===== src/rtl/rv_fetch_decode.sv =====
`default_nettype none
// ============================================================================
// Module   : rv_fetch_decode
// Purpose  : Instruction fetch over a req/ack memory port and RV32I R-type
//            decode into register numbers, ALU control and regwrite.
//            One instruction is in flight at a time:
//            IDLE -> FETCH -> DECODE -> EXEC.
//            A fetch that is never acknowledged parks the block in FAULT.
// Revision : 1.0 - initial release
// ============================================================================
module rv_fetch_decode #(
    parameter logic [31:0] RESET_PC    = 32'h0000_0000,
    parameter int unsigned MEM_TIMEOUT = 255
) (
    input  logic        clock,
    input  logic        reset,
    input  logic        run,
    output logic        imem_req,
    output logic [31:0] imem_addr,
    input  logic        imem_ack,
    input  logic [31:0] imem_rdata,
    output logic [4:0]  read_reg_num1,
    output logic [4:0]  read_reg_num2,
    output logic [4:0]  write_reg,
    output logic [3:0]  alu_control,
    output logic        regwrite,
    output logic        illegal_instr,
    output logic        fault,
    output logic [31:0] pc,
    output logic [31:0] retired
);

    localparam logic [2:0] c_ST_IDLE   = 3'd0;
    localparam logic [2:0] c_ST_FETCH  = 3'd1;
    localparam logic [2:0] c_ST_DECODE = 3'd2;
    localparam logic [2:0] c_ST_EXEC   = 3'd3;
    localparam logic [2:0] c_ST_FAULT  = 3'd4;

    localparam logic [6:0] c_OP_RTYPE  = 7'b0110011;
    localparam logic [3:0] c_ALU_BAD   = 4'b1111;
    // Count value at which the current un-acked cycle is the last one allowed.
    localparam logic [7:0] c_TMO_LAST  = 8'(MEM_TIMEOUT - 1);

    logic [2:0]  r_state;
    logic [31:0] r_pc;
    logic [31:0] r_retired;
    logic [7:0]  r_tmo;
    logic [4:0]  r_rs1;
    logic [4:0]  r_rs2;
    logic [4:0]  r_rd;
    logic [3:0]  r_alu;
    logic        r_legal;
    logic        r_regwrite;
    logic        r_illegal;
    logic        r_fault;

    logic        w_dec_legal;
    logic [3:0]  w_dec_alu;

    // Decode the word on the memory bus so the result can be latched with it.
    always_comb begin
        w_dec_legal = 1'b0;
        w_dec_alu   = c_ALU_BAD;
        if (imem_rdata[6:0] == c_OP_RTYPE) begin
            w_dec_legal = 1'b1;
            case ({imem_rdata[31:25], imem_rdata[14:12]})
                {7'b0000000, 3'b000}: w_dec_alu = 4'b0010;  // ADD
                {7'b0100000, 3'b000}: w_dec_alu = 4'b0110;  // SUB
                {7'b0000000, 3'b111}: w_dec_alu = 4'b0000;  // AND
                {7'b0000000, 3'b110}: w_dec_alu = 4'b0001;  // OR
                {7'b0000000, 3'b100}: w_dec_alu = 4'b0011;  // XOR
                {7'b0000000, 3'b001}: w_dec_alu = 4'b0100;  // SLL
                {7'b0000000, 3'b101}: w_dec_alu = 4'b0101;  // SRL
                {7'b0100000, 3'b101}: w_dec_alu = 4'b0111;  // SRA
                {7'b0000000, 3'b010}: w_dec_alu = 4'b1000;  // SLT
                {7'b0000000, 3'b011}: w_dec_alu = 4'b1001;  // SLTU
                default: begin
                    w_dec_legal = 1'b0;
                    w_dec_alu   = c_ALU_BAD;
                end
            endcase
        end
    end

    // Sequencer: fetch handshake, timeout, field latching, pulses and counters.
    always_ff @(posedge clock) begin
        if (reset) begin
            r_state    <= c_ST_IDLE;
            r_pc       <= RESET_PC;
            r_retired  <= 32'd0;
            r_tmo      <= 8'd0;
            r_rs1      <= 5'd0;
            r_rs2      <= 5'd0;
            r_rd       <= 5'd0;
            r_alu      <= 4'd0;
            r_legal    <= 1'b0;
            r_regwrite <= 1'b0;
            r_illegal  <= 1'b0;
            r_fault    <= 1'b0;
        end else begin
            // Pulses default low; only the DECODE->EXEC transition raises them.
            r_regwrite <= 1'b0;
            r_illegal  <= 1'b0;
            case (r_state)
                c_ST_IDLE: begin
                    if (run) begin
                        r_state <= c_ST_FETCH;
                        r_tmo   <= 8'd0;
                    end
                end
                c_ST_FETCH: begin
                    // An ack in the final allowed cycle takes priority over timeout.
                    if (imem_ack) begin
                        r_rs1   <= imem_rdata[19:15];
                        r_rs2   <= imem_rdata[24:20];
                        r_rd    <= imem_rdata[11:7];
                        r_alu   <= w_dec_alu;
                        r_legal <= w_dec_legal;
                        r_state <= c_ST_DECODE;
                    end else if (r_tmo == c_TMO_LAST) begin
                        r_state <= c_ST_FAULT;
                        r_fault <= 1'b1;
                    end else begin
                        r_tmo <= r_tmo + 8'd1;
                    end
                end
                c_ST_DECODE: begin
                    // Operand/ALU settle cycle; arm the EXEC-cycle pulses.
                    r_state    <= c_ST_EXEC;
                    r_regwrite <= r_legal && (r_rd != 5'd0);
                    r_illegal  <= ~r_legal;
                end
                c_ST_EXEC: begin
                    r_pc <= r_pc + 32'd4;
                    if (r_legal) begin
                        r_retired <= r_retired + 32'd1;
                    end
                    r_tmo   <= 8'd0;
                    r_state <= run ? c_ST_FETCH : c_ST_IDLE;
                end
                c_ST_FAULT: begin
                    r_state <= c_ST_FAULT;
                end
                default: begin
                    r_state <= c_ST_IDLE;
                end
            endcase
        end
    end

    assign imem_req      = (r_state == c_ST_FETCH);
    assign imem_addr     = r_pc;
    assign read_reg_num1 = r_rs1;
    assign read_reg_num2 = r_rs2;
    assign write_reg     = r_rd;
    assign alu_control   = r_alu;
    assign regwrite      = r_regwrite;
    assign illegal_instr = r_illegal;
    assign fault         = r_fault;
    assign pc            = r_pc;
    assign retired       = r_retired;

endmodule
`default_nettype wire


===== config.mk =====
export PLATFORM = sky130hd
export DESIGN_NAME = rv_fetch_decode
export DESIGN_NICKNAME = d
export VERILOG_FILES = /design/src/rtl/rv_fetch_decode.sv
export SDC_FILE = /design/constraint.sdc
export NUM_CORES = 1
export LEC_CHECK = 0
export BUFFER_PORTS_ARGS = -buffer_cell sky130_fd_sc_hd__buf_4
export CORE_MARGIN = 2
export CORE_UTILIZATION = 55
export DETAILED_ROUTE_END_ITERATION = 7
export HOLD_SLACK_MARGIN = 0.06
export PLACE_DENSITY = 0.84
export SETUP_SLACK_MARGIN = 0.3
export SKIP_LAST_GASP = 1
export SLEW_MARGIN = 20
export SYNTH_ARGS = -nofsm -noshare
export SYNTH_HDL_FRONTEND = slang
export SYNTH_SLANG_ARGS = --single-unit

===== constraint.sdc =====
create_clock -name clock -period 3.6 [get_ports clock]
set_input_delay 0.18 -clock clock [delete_from_list [all_inputs] [get_ports clock]]
set_output_delay 0.18 -clock clock [all_outputs]
set_load 0.01 [all_outputs]

### Word-level counts from Yosys, hierarchy flattened

Cells that the tools add are included.

* $add $sub $neg: 3
* multipliers: 0
* div/mod/pow operators: 0
* magnitude comparators: 0
* eq/ne operators: 19
* shift operators: 0
* multiplexer cells: 13
* bitwise gates (word level): 3
* reductions and logical operators: 12

Operator list (count)
* equality test 10 x 3 -> 1 bit, second input constant: 4
* case mux 4 bit (10 select lines): 1
* adder 32 x 1 -> 32 bit, second input constant: 1
* adder 32 x 3 -> 32 bit, second input constant: 1
* two-way mux 8 bit: 3
* case mux 8 bit (3 select lines): 1
* equality test 10 x 2 -> 1 bit, second input constant: 2
* equality test 10 x 9 -> 1 bit, second input constant: 2
* case mux 3 bit (5 select lines): 1
* equality test 10 x 1 -> 1 bit, second input constant: 1
* logical NOT 10 bit: 1
* OR reduction 10 bit: 1
* two-way mux 3 bit: 3
* adder 8 x 1 -> 8 bit, second input constant: 1
* equality test 8 bit, second input constant: 1
* equality test 7 x 6 -> 1 bit, second input constant: 1
* equality test 3 x 2 -> 1 bit, second input constant: 2
* != test 2 bit, second input constant: 3
* AND reduction 2 bit: 3
* nonzero test 5 bit: 1
* two-way mux 4 bit: 1
* AND reduction 4 bit: 1
* equality test 3 x 1 -> 1 bit, second input constant: 1
* equality test 3 bit, second input constant: 1
* other kinds (8): 12

* flip-flop bits (word level): 98
* bits in latches: 0
* bits in writable memories: 0
* memory bits (read-only): 0
* input port bits: 36
* logic and storage cells: 62
* memories kept: 0

### Logic depth before layout (Yosys ltp)

Gate-level depths: netlist of run 1.

* word-level depth: 4
* mapped depth: 7

### Worst setup path before layout of run 1

OpenSTA, ideal clock, no wires.

* kind: register to register
* start point: register r_pc[2] (netlist: imem_addr[2])
* end point: register r_pc[28] (netlist: imem_addr[28])
* library setup time: 0.070 ns
* arrival: 2.053 ns
* path slack: 1.476 ns
* cell stages (with the launch flop): 6
* path buffers: 0
* period minus slack after synthesis: 2.124 ns
* cells stage by stage: dfxtp_1 -> ha_1 -> nand4b_2 -> or4b_1 -> or4_1 -> a21oi_1

* word-level cells in the longest chain between the ends: 1

RTL lines
* start, declared: line 45 `logic [31:0] r_pc;`
* start signal, assigned: line 134 `r_pc <= r_pc + 32'd4;`
* adder 32 x 3 -> 32 bit: line 134

No other way between the ends.
A chain may end at the register's enable or synchronous reset.

### Worst setup path in the final report of run 1

* start point: register r_state[1]
* end point: register r_retired[25] (netlist: retired[25])

* word-level cells in the longest chain between the ends: 2

RTL lines
* start, declared: line 44 `logic [2:0] r_state;`
* start signal, assigned: line 88 `r_state <= c_ST_IDLE;`
* start signal, assigned: line 107 `r_state <= c_ST_FETCH;`
* start signal, assigned: line 119 `r_state <= c_ST_DECODE;`
* equality test 3 x 2 -> 1 bit: line 104 `case (r_state)`
* AND reduction 2 bit (no source line)
* end signal, assigned: line 136 `r_retired <= r_retired + 32'd1;`
* end, declared: line 46 `logic [31:0] r_retired;`

No other way between the ends.

==> impl_metrics.py, run 1 <==
metrics = {
    "clocking": {
        "clkSlewWorstSetupHoldPaths_ps": 110,
        "post_cts_resized": 0,
        "cts_setup_buffers": 0,
        "cts_tree": "built",
        "numCtsBuffers": 9,
        "htree_levels": 3,
        "clock_path_buffers": 2,
        "cts-root-buf": "clkbuf_8",
        "clk_latency_ps": 370,
        "clock_sinks": 96,
    },
    "global_route": {
        "grt_first_pass_wirelength_um": 19800,
        "grt_util_all_layers": 0.245,
        "antenna_found_initial": 0,
        "overflow": 0,
        "grt_pass1_vias": 4292,
        "grt_max_degree": 77,
    },
    "power": {
        "peakVddDrop_mv": 0.188,
        "finalPower_mw": 2.12,
        "power.density_mw_per_mm2": 351,
        "leakage_nw": 2.27,
    },
    "synth": {
        "yosysSeqAreaShare": 0.399,
        "synth-simple-area-share": 0.291,
        "synth_top_family_by_area": "simple AND/OR/NAND/NOR gates",
        "synth_flop_cell": "dfxtp_1",
        "synth-async-reset-ratio": 0,
        "synth_xor_area_frac": 0.0400,
        "yosysTopAreaCell": "dfxtp_1",
        "synth_edf_count": 0,
        "ys_types": 48,
        "synthMuxAreaShare": 0.00858,
        "synth_seq_cells": 96,
        "syn_area_mm2": 0.00481,
        "synth_top_area_share": 0.399,
        "synthCells": 582,
        "synth.avg_cell_area_um2": 8.27,
        "synth.top_cells.by_area": "dfxtp_1 (40%), a21oi_1 (6.4%), buf_4 (5.3%)",
        "yosys_warnings": 0,
        "synth_fa_ha_area_frac": 0.0104,
        "synth_compound_area_frac": 0.160,
    },
    "timing": {
        "fin_ws_ps": 918,
        "period_needed_ps": 2680,
        "clock_skew_ps": 18.1,
        "slew-limit-headroom": 0.468,
        "holdWs_ps": 60.9,
        "setup_viol": 0,
        "tns_ps": 0,
        "drv_slew": 0,
        "rsz0062_at_grt": "false",
        "fmax_mhz": 373,
        "hold_viol": 0,
        "fin_crit_sh": 0.745,
        "tightest_slew_ps": 798,
    },
    "layout": {
        "stdcell_count": 801,
        "drive_above_1_share": 0.257,
        "post-route-cell-area_mm2": 0.00604,
        "area_delta_synth_final_pct": 25.5,
        "largest_reg_flops": 32,
        "fin_util": 0.703,
        "diodes": 0,
        "nNetsFinal": 728,
    },
    "placed_design": {
        "place_inst": 778,
        "post-dp-hpwl_um": 8440,
        "place_congestion": 0.820,
        "port_buffers": 150,
        "place_ws_ps": 959,
        "place_area_mm2": 0.00572,
    },
    "floorplanning": {
        "num_rows": 34,
        "start_util": 0.560,
        "die_w_um": 97.6,
        "die_area_mm2": 0.00952,
        "die_h_um": 97.6,
        "core_area_mm2": 0.00859,
        "ios": 155,
    },
    "min_path": {
        "whs_path_depth": 3,
        "min_path_type": "in -> reg",
    },
    "worst_setup_path": {
        "path_max_fanout": 18,
        "endpoint_kind": "flip-flop",
        "arrival_ps": 2980,
        "reg2reg_depth": 4,
        "crit_required_ps": 3900,
        "path_class": "reg -> reg",
        "startpoint_type": "flip-flop",
    },
    "status": {
        "status": "finished, final reports clean",
    },
    "drt": {
        "ant_nets": 0,
        "wl_per_cell_um": 15.1,
        "firstDrtPassIters": 5,
        "vias_per_cell": 5.90,
        "drc_errors": 0,
        "wirelength_um": 12100,
        "vias": 4723,
        "drt_iter0_drc": 210,
    },
    "flow_run": {
        "cap_violations": 0,
    },
}
layout by cell type (no fill, tap or decap), types with 9 or more instances in the layout:
master	n
o31ai_1	29
nor4_1	12
buf_4	153
nand4_1	20
dfxtp_1	96
or4_1	31
o21ai_0	17
xnor2_1	14
nand3_1	27
nor2_1	23
or3_1	16
inv_1	11
nor3_1	13
clkbuf_8	9
a21oi_1	62
nand2_1	61
critical path, cell delays in order, from the launching register on:
cell	delay, ps
dfxtp_1	610
nand4b_2	390
or4_1	890
or4_1	580
a21oi_1	160
path summary, 6_finish.rpt:
| kind | slack, ps | from | endpoint |
|---|---|---|---|
| setup / recovery | 920 | r_state[1] | retired[25] |
| hold / removal | 60 | imem_rdata[20] | read_reg_num2[0] |
| hold reg to reg | 460 | fault | fault |
| setup reg to reg | 920 | r_state[1] | retired[25] |
cell families after synthesis:
kind of cell / after synthesis
xor gates and xnor gates: 22
buffers and inverters: 80
other: 1
muxes: 4
AOI/OAI and AO/OA: 127
and+or+nand+nor: 248
adders and majority gates: 4
DFF: 96
area by class of cell:
class | instances | area (µm²)
multi-input cells | 409 | 2470
repair buffers | 160 | 1220
well taps | 108 | 135
clock buffers | 9 | 124
fillers | 719 | 2550
clock inverters | 7 | 125
inverters | 12 | 45.0
flip-flops and latches | 96 | 1920
cells in the mapped netlist, drive strengths merged (2+ instances only):
| cell | n |
|---|---|
| dfxtp | 96 |
| a21oi | 62 |
| nand2 | 61 |
| buf | 38 |
| or4 | 31 |
| clkbuf | 30 |
| o31ai | 29 |
| nand3 | 27 |
| nor2 | 23 |
| nand4 | 21 |
| o21ai | 18 |
| or3 | 16 |
| xnor2 | 14 |
| nor3 | 13 |
| nor4 | 12 |
| inv | 11 |
| and4 | 8 |
| nand3b | 8 |
| xor2 | 8 |
| and2 | 6 |
| ha | 4 |
| nand2b | 4 |
| nor3b | 4 |
| mux2i | 3 |
| nor2b | 3 |
| o211ai | 3 |
| o21a | 3 |
| o41ai | 3 |
| or3b | 3 |
| a211oi | 2 |
| and3 | 2 |
| nand4b | 2 |
| o311a | 2 |
| o31a | 2 |
| or2 | 2 |
where the power goes:
| group | switching (mW) | leakage, nW | internal (mW) |
|---|---|---|---|
| clock network | 0.410 | 0.125 | 0.471 |
| logic | 0.0761 | 1.37 | 0.0691 |
| registers | 0.0163 | 0.775 | 1.08 |
| total | 0.503 | 2.27 | 1.62 |
layer usage:
metal	part of all wire	track usage	vias up
met1	0.44	0.309	2241
li1	-	-	2311
met3	0.048	0.0374	22
met4	0.018	0.0897	0
met2	0.50	0.425	149
met5	0	0	-
repair_timing:
action	in CTS	in global routing
setup endpoints to repair	0	0
hold buffers	7	0
hold endpoints to repair	11	0
Power figures use the tool's default switching activity.
==> run 2: changes to the inputs <==
--- a/config.mk
+++ b/config.mk
@@ -5,12 +5,13 @@
 export SDC_FILE = /design/constraint.sdc
 export NUM_CORES = 1
 export LEC_CHECK = 0
+export ABC_AREA = 1
 export BUFFER_PORTS_ARGS = -buffer_cell sky130_fd_sc_hd__buf_4
 export CORE_MARGIN = 2
-export CORE_UTILIZATION = 55
+export CORE_UTILIZATION = 53
 export DETAILED_ROUTE_END_ITERATION = 7
 export HOLD_SLACK_MARGIN = 0.06
-export PLACE_DENSITY = 0.84
+export PLACE_DENSITY = 0.79
 export SETUP_SLACK_MARGIN = 0.3
 export SKIP_LAST_GASP = 1
 export SLEW_MARGIN = 20
==> constraint.sdc (replaced) <==
create_clock -name clock -period 2.6 [get_ports clock]
set_input_delay 0.13 -clock clock [delete_from_list [all_inputs] [get_ports clock]]
set_output_delay 0.13 -clock clock [all_outputs]
set_load 0.01 [all_outputs]
==> impl_metrics.py, run 2 <==
metrics = {
    "power": {
        "p_int_mw": 1.97,
        "pwr-share-clk": 0.325,
        "power.density_mw_per_mm2": 405,
        "peakVddDrop_mv": 0.305,
        "power.share.switching": 0.269,
        "finalPower_mw": 2.70,
        "p_comb_frac": 0.111,
        "leakage_nw": 2.83,
        "switchingPower_mw": 0.726,
        "seqPwrFrac": 0.565,
    },
    "layout": {
        "largest_reg_flops": 32,
        "diodes": 0,
        "nNetsFinal": 1005,
        "area_delta_synth_final_pct": 24.4,
        "final_common_cell": "nand2_1",
        "layout_common_cells": "nand2_1 (229), buf_4 (155), nor2_1 (146), dfxtp_1 (96), inv_1 (82)",
        "drive_above_1_share": 0.194,
    },
    "floorplanning": {
        "core_area_mm2": 0.00977,
        "die_w_um": 105,
        "die_area_mm2": 0.0109,
        "ios": 155,
        "start_util": 0.548,
        "num_rows": 36,
        "die_h_um": 105,
    },
    "timing": {
        "tightest_slew_ps": 707,
        "clock_skew_ps": 13.4,
        "fin_ws_ps": 652,
        "drv_slew": 0,
        "fin_crit_sh": 0.749,
        "holdWs_ps": 65.6,
        "slew-limit-headroom": 0.529,
        "tns_ps": 0,
        "fmax_mhz": 513,
        "period_needed_ps": 1950,
        "rsz0062_at_grt": "false",
        "hold_viol": 0,
        "setup_viol": 0,
    },
    "global_route": {
        "overflow": 0,
        "grt_first_pass_wirelength_um": 22800,
        "antenna_found_initial": 0,
        "grt_pass1_vias": 4939,
        "grt_max_degree": 63,
        "grt_util_all_layers": 0.247,
    },
    "drt": {
        "drc_errors": 0,
        "firstDrtPassIters": 5,
        "vias_per_cell": 5.06,
        "drt_iter0_drc": 256,
        "wirelength_um": 13500,
        "vias": 5585,
        "wl_per_cell_um": 12.2,
        "ant_nets": 0,
    },
    "synth": {
        "yosys_warnings": 0,
        "ys_types": 34,
        "synth_top_area_share": 0.359,
        "yosysTopAreaCell": "dfxtp_1",
        "synth_top_cells_by_count": "nand2_1 (229), nor2_1 (146), dfxtp_1 (96)",
        "synth.top_cells.by_area": "dfxtp_1 (36%), nand2_1 (16%), nor2_1 (10%)",
        "synth.most_common_cell": "nand2_1",
        "synth_flop_cell": "dfxtp_1",
        "synthCells": 836,
        "yosysSeqAreaShare": 0.359,
        "synth_edf_count": 0,
        "syn_area_mm2": 0.00535,
        "synth_seq_cells": 96,
        "synth-async-reset-ratio": 0,
        "synth.avg_cell_area_um2": 6.40,
    },
    "clocking": {
        "clkSlewWorstSetupHoldPaths_ps": 100,
        "cts_tree": "built",
        "cts_setup_buffers": 0,
        "clock_sinks": 96,
        "numCtsBuffers": 9,
        "clk_latency_ps": 360,
        "htree_levels": 3,
        "hold_buffers": 13,
        "cts-root-buf": "clkbuf_8",
        "clock_path_buffers": 2,
        "post_cts_resized": 0,
    },
    "placed_design": {
        "place_ws_ps": 701,
        "port_buffers": 150,
        "post-dp-hpwl_um": 9850,
        "place_congestion": 0.889,
    },
    "worst_setup_path": {
        "crit_required_ps": 2850,
        "arrival_ps": 2200,
        "endpoint_kind": "flip-flop",
        "path_max_fanout": 17,
        "path_class": "reg -> reg",
        "startpoint_type": "flip-flop",
    },
    "min_path": {
        "min_path_type": "in -> reg",
    },
    "flow_run": {
        "cap_violations": 0,
    },
    "status": {
        "status": "finished, final reports clean",
    },
}
==> run 2: changes by cell type after synthesis, moves of 5 or more <==
cell,delta
nand4_1,-5
o31ai_1,-29
nor4_1,-12
clkbuf_1,-17
inv_1,+71
nor2_1,+123
nand2_1,+168
or3_1,-16
xnor2_1,-13
nand3_1,+28
and4_1,-8
or4_1,-31
and2_1,-5
==> run 2: cell families after synthesis <==
family / after synthesis / synth area share
flip-flops: 96 / 0.359
XOR/XNOR: 11 / 0.0180
other: 1 / 0.000700
buffers and inverters: 135 / 0.120
adder cells (fa/ha/maj): 4 / 0.00935
AND/OR/NAND/NOR: 493 / 0.395
AO/OA/AOI/OAI: 96 / 0.0977
==> run 2: final cells by class <==
type                    instances  area [µm²]
flip-flops and latches         96        1920
repair buffers                168        1290
well taps                     133         166
fillers                       908        3110
inverters                      82         308
clock inverters                 7        46.3
clock buffers                   9         124
multi-input cells             608        2800
==> run 2: power groups by stage <==
stage	clock (mW)	sequential (mW)	combinational [mW]
after floorplan	0	1.57	0.158
after global placement	0	1.56	0.280
after detailed placement	0	1.56	0.282
after CTS	0.896	1.52	0.298
after global routing	0.956	1.53	0.331
final	0.876	1.52	0.300
==> run 2: worst max-delay path: stages, from the launching register on <==
cell	delay (ps)
dfxtp_1	450
nand3_2	300
nor2_4	180
buf_4	220
nand3_2	160
nor2_4	210
nand2_1	90
o21ai_0	160
a21oi_1	60
==> run 2: worst paths after layout <==
path / from / cells after the start / slack, ps / endpoint
setup / recovery: r_state[1] / 8 / 650 / retired[13]
hold / removal: imem_rdata[11] / 3 / 70 / write_reg[4]
setup reg to reg: r_state[1] / 8 / 650 / retired[13]
hold reg to reg: read_reg_num1[0] / 2 / 470 / read_reg_num1[0]
==> run 2: through the flow <==
step / utilization / instances / cell area [µm²]
finish: 0.681 / 1103 / 6660
global route: 0.681 / 1103 / 6660
CTS: 0.681 / 1103 / 6660
detailed placement: 0.651 / 1074 / 6360
global placement: 0.651 / 1074 / 6360
floorplan: - / 839 / 5370
==> run 2: per-layer routing <==
layer	up-vias	wire (µm)	track usage
li1	2877	-	-
met1	2521	6160	0.327
met2	175	6320	0.415
met3	12	855	0.0457
met4	0	134	0.0637
met5	-	0	0
==> run 3: changes to the inputs <==
==> constraint.sdc (replaced) <==
create_clock -name clock -period 1.9 [get_ports clock]
set_input_delay 0.095 -clock clock [delete_from_list [all_inputs] [get_ports clock]]
set_output_delay 0.095 -clock clock [all_outputs]
set_load 0.01 [all_outputs]
==> impl_metrics.py, run 3 (synthesis gave the netlist of run 2 again) <==
metrics = {
    "timing": {
        "setup_viol": 0,
        "hold_viol": 0,
        "drv_slew": 0,
        "tns_ps": 0,
        "holdWs_ps": 103,
        "fin_crit_sh": 0.820,
        "period_needed_ps": 1560,
        "fmax_mhz": 642,
        "clock_skew_ps": 11.3,
        "fin_ws_ps": 342,
        "rsz0062_at_grt": "true",
    },
    "clocking": {
        "cts-root-buf": "clkbuf_8",
        "cts_tree": "built",
        "htree_levels": 3,
        "clock_sinks": 96,
        "clock_path_buffers": 2,
        "clk_latency_ps": 370,
        "clkSlewWorstSetupHoldPaths_ps": 100,
        "numCtsBuffers": 9,
    },
    "global_route": {
        "antenna_found_initial": 0,
        "grt_util_all_layers": 0.257,
        "grt_first_pass_wirelength_um": 23400,
        "grt_pass1_vias": 5083,
        "grt_max_degree": 38,
        "overflow": 0,
    },
    "status": {
        "status": "finished, final reports clean",
    },
    "worst_setup_path": {
        "arrival_ps": 1820,
        "endpoint_kind": "flip-flop",
        "timing.critical_path.cells": "inv_2 > nand3_4 > nor2_4 > nand3_4 > nor2_4 > nand2_1 > o21ai_0 > a21oi_1",
        "rrSetupSlack_ps": 340,
        "path_class": "reg -> reg",
        "crit_slowest_cell": "dfxtp_2",
        "path_max_fanout": 5,
        "reg2reg_depth": 8,
        "startpoint_type": "flip-flop",
        "slowest_delay_ps": 340,
        "regToRegStartpoint": "r_state[2]",
        "timing.rr.end": "retired[13]",
        "crit_required_ps": 2170,
    },
    "min_path": {
        "hold_path_end": "fault",
        "whs_path_depth": 2,
        "min_path_type": "in -> reg",
        "hp-start": "reset",
    },
    "layout": {
        "post-route-cell-area_mm2": 0.00730,
        "final_common_cell": "nand2_1",
        "drive_above_1_share": 0.275,
        "layout_common_cells": "nand2_1 (221), buf_4 (183), nor2_1 (130), inv_1 (81), dfxtp_1 (78)",
        "regArea_mm2": 0.00195,
        "area_delta_synth_final_pct": 36.3,
        "multi_input_area_mm2": 0.00304,
        "nNetsFinal": 1042,
        "largest_reg_flops": 32,
        "diodes": 0,
        "fillers": 803,
    },
    "placed_design": {
        "place_ws_ps": 97.1,
        "place_congestion": 0.895,
        "place_area_mm2": 0.00647,
        "post-dp-hpwl_um": 10100,
        "port_buffers": 150,
    },
    "floorplanning": {
        "core_area_mm2": 0.00977,
        "start_util": 0.548,
        "die_h_um": 105,
        "die_area_mm2": 0.0109,
        "die_w_um": 105,
        "num_rows": 36,
        "ios": 155,
    },
    "drt": {
        "drc_errors": 0,
        "wirelength_um": 14600,
        "vias_per_cell": 5.04,
        "ant_nets": 0,
        "wl_per_cell_um": 12.8,
        "firstDrtPassIters": 5,
        "vias": 5746,
        "drt_iter0_drc": 328,
    },
    "flow_run": {
        "cap_violations": 0,
    },
    "power": {
        "finalPower_mw": 4.22,
        "pwr-share-clk": 0.385,
        "peakVddDrop_mv": 0.459,
        "switchingPower_mw": 1.05,
        "power.density_mw_per_mm2": 578,
        "p_int_mw": 3.17,
        "leakage_nw": 3.12,
        "power.share.switching": 0.248,
        "p_comb_frac": 0.122,
        "seqPwrFrac": 0.494,
    },
}
-- run 3: cell types whose count changed in the layout (fill, tap and decap cells not counted), sizes merged, moves of 2 or more --
cell,previous run,this run
buf,155,188
bufinv,0,3
clkinvlp,3,0
dlygate4sd3,13,15
-- run 3: stage by stage --
stage	std cells	util
final	1140	0.747
after floorplan	839	-
after CTS	1127	0.715
after global routing	1140	0.747
after detailed placement	1089	0.662
after global placement	1089	0.662
-- run 3: final cells by class --
type                    instances  area share
clock inverters                 7      0.0161
flip-flops and latches         96       0.267
inverters                      82      0.0422
well taps                     133      0.0228
clock buffers                   9      0.0170
repair buffers                203       0.218
multi-input cells             610       0.417
-- run 3: worst max-delay path by stage --
stage / from / endpoint / cells after the start
2_1_floorplan: imem_addr[3] / imem_addr[26] / 8
3_3_place_gp: imem_addr[3] / imem_addr[24] / 9
3_5_place_dp: imem_addr[3] / imem_addr[24] / 9
4_1_cts: imem_addr[20] / imem_addr[31] / 9
5_1_grt: r_state[2] / retired[22] / 9
6_report: r_state[2] / retired[13] / 8
-- run 3: worst max-delay path: cells and delay by family (launching register included) --
family / cells / cell delay, ps
AOI/OAI and AO/OA: 2 / 210
DFF: 1 / 340
and+or+nand+nor: 5 / 810
buffers and inverters: 1 / 90
-- run 3: metal layers --
metal / wire, µm / global-route usage / share of wire / vias to the layer above
met4: 113 / 0.0743 / 0.0077 / 0
met3: 836 / 0.0558 / 0.057 / 11
met2: 7190 / 0.428 / 0.49 / 177
met5: 0 / 0 / 0 / -
li1: - / - / - / 2966
met1: 6510 / 0.335 / 0.44 / 2592
-- run 3: what timing repair did --
| item | CTS | global route |
|---|---|---|
| pin swaps | 3 | 16 |
| gates cloned | 1 | 1 |
| resized for setup | 18 | 64 |
| setup endpoints to repair | 43 | 58 |
| endpoints found under the hold margin | 15 | 0 |
| hold buffers | 15 | 0 |
| buffers inserted | 6 | 12 |
-- run 3: power by group through the flow --
stage	Clock [mW]	Combinational [mW]	Sequential, mW
final	1.62	0.513	2.08
after global routing	1.74	0.562	2.09
after CTS	1.65	0.466	2.09
after detailed placement	0	0.399	2.13
after global placement	0	0.396	2.13
after floorplan	0	0.217	2.14
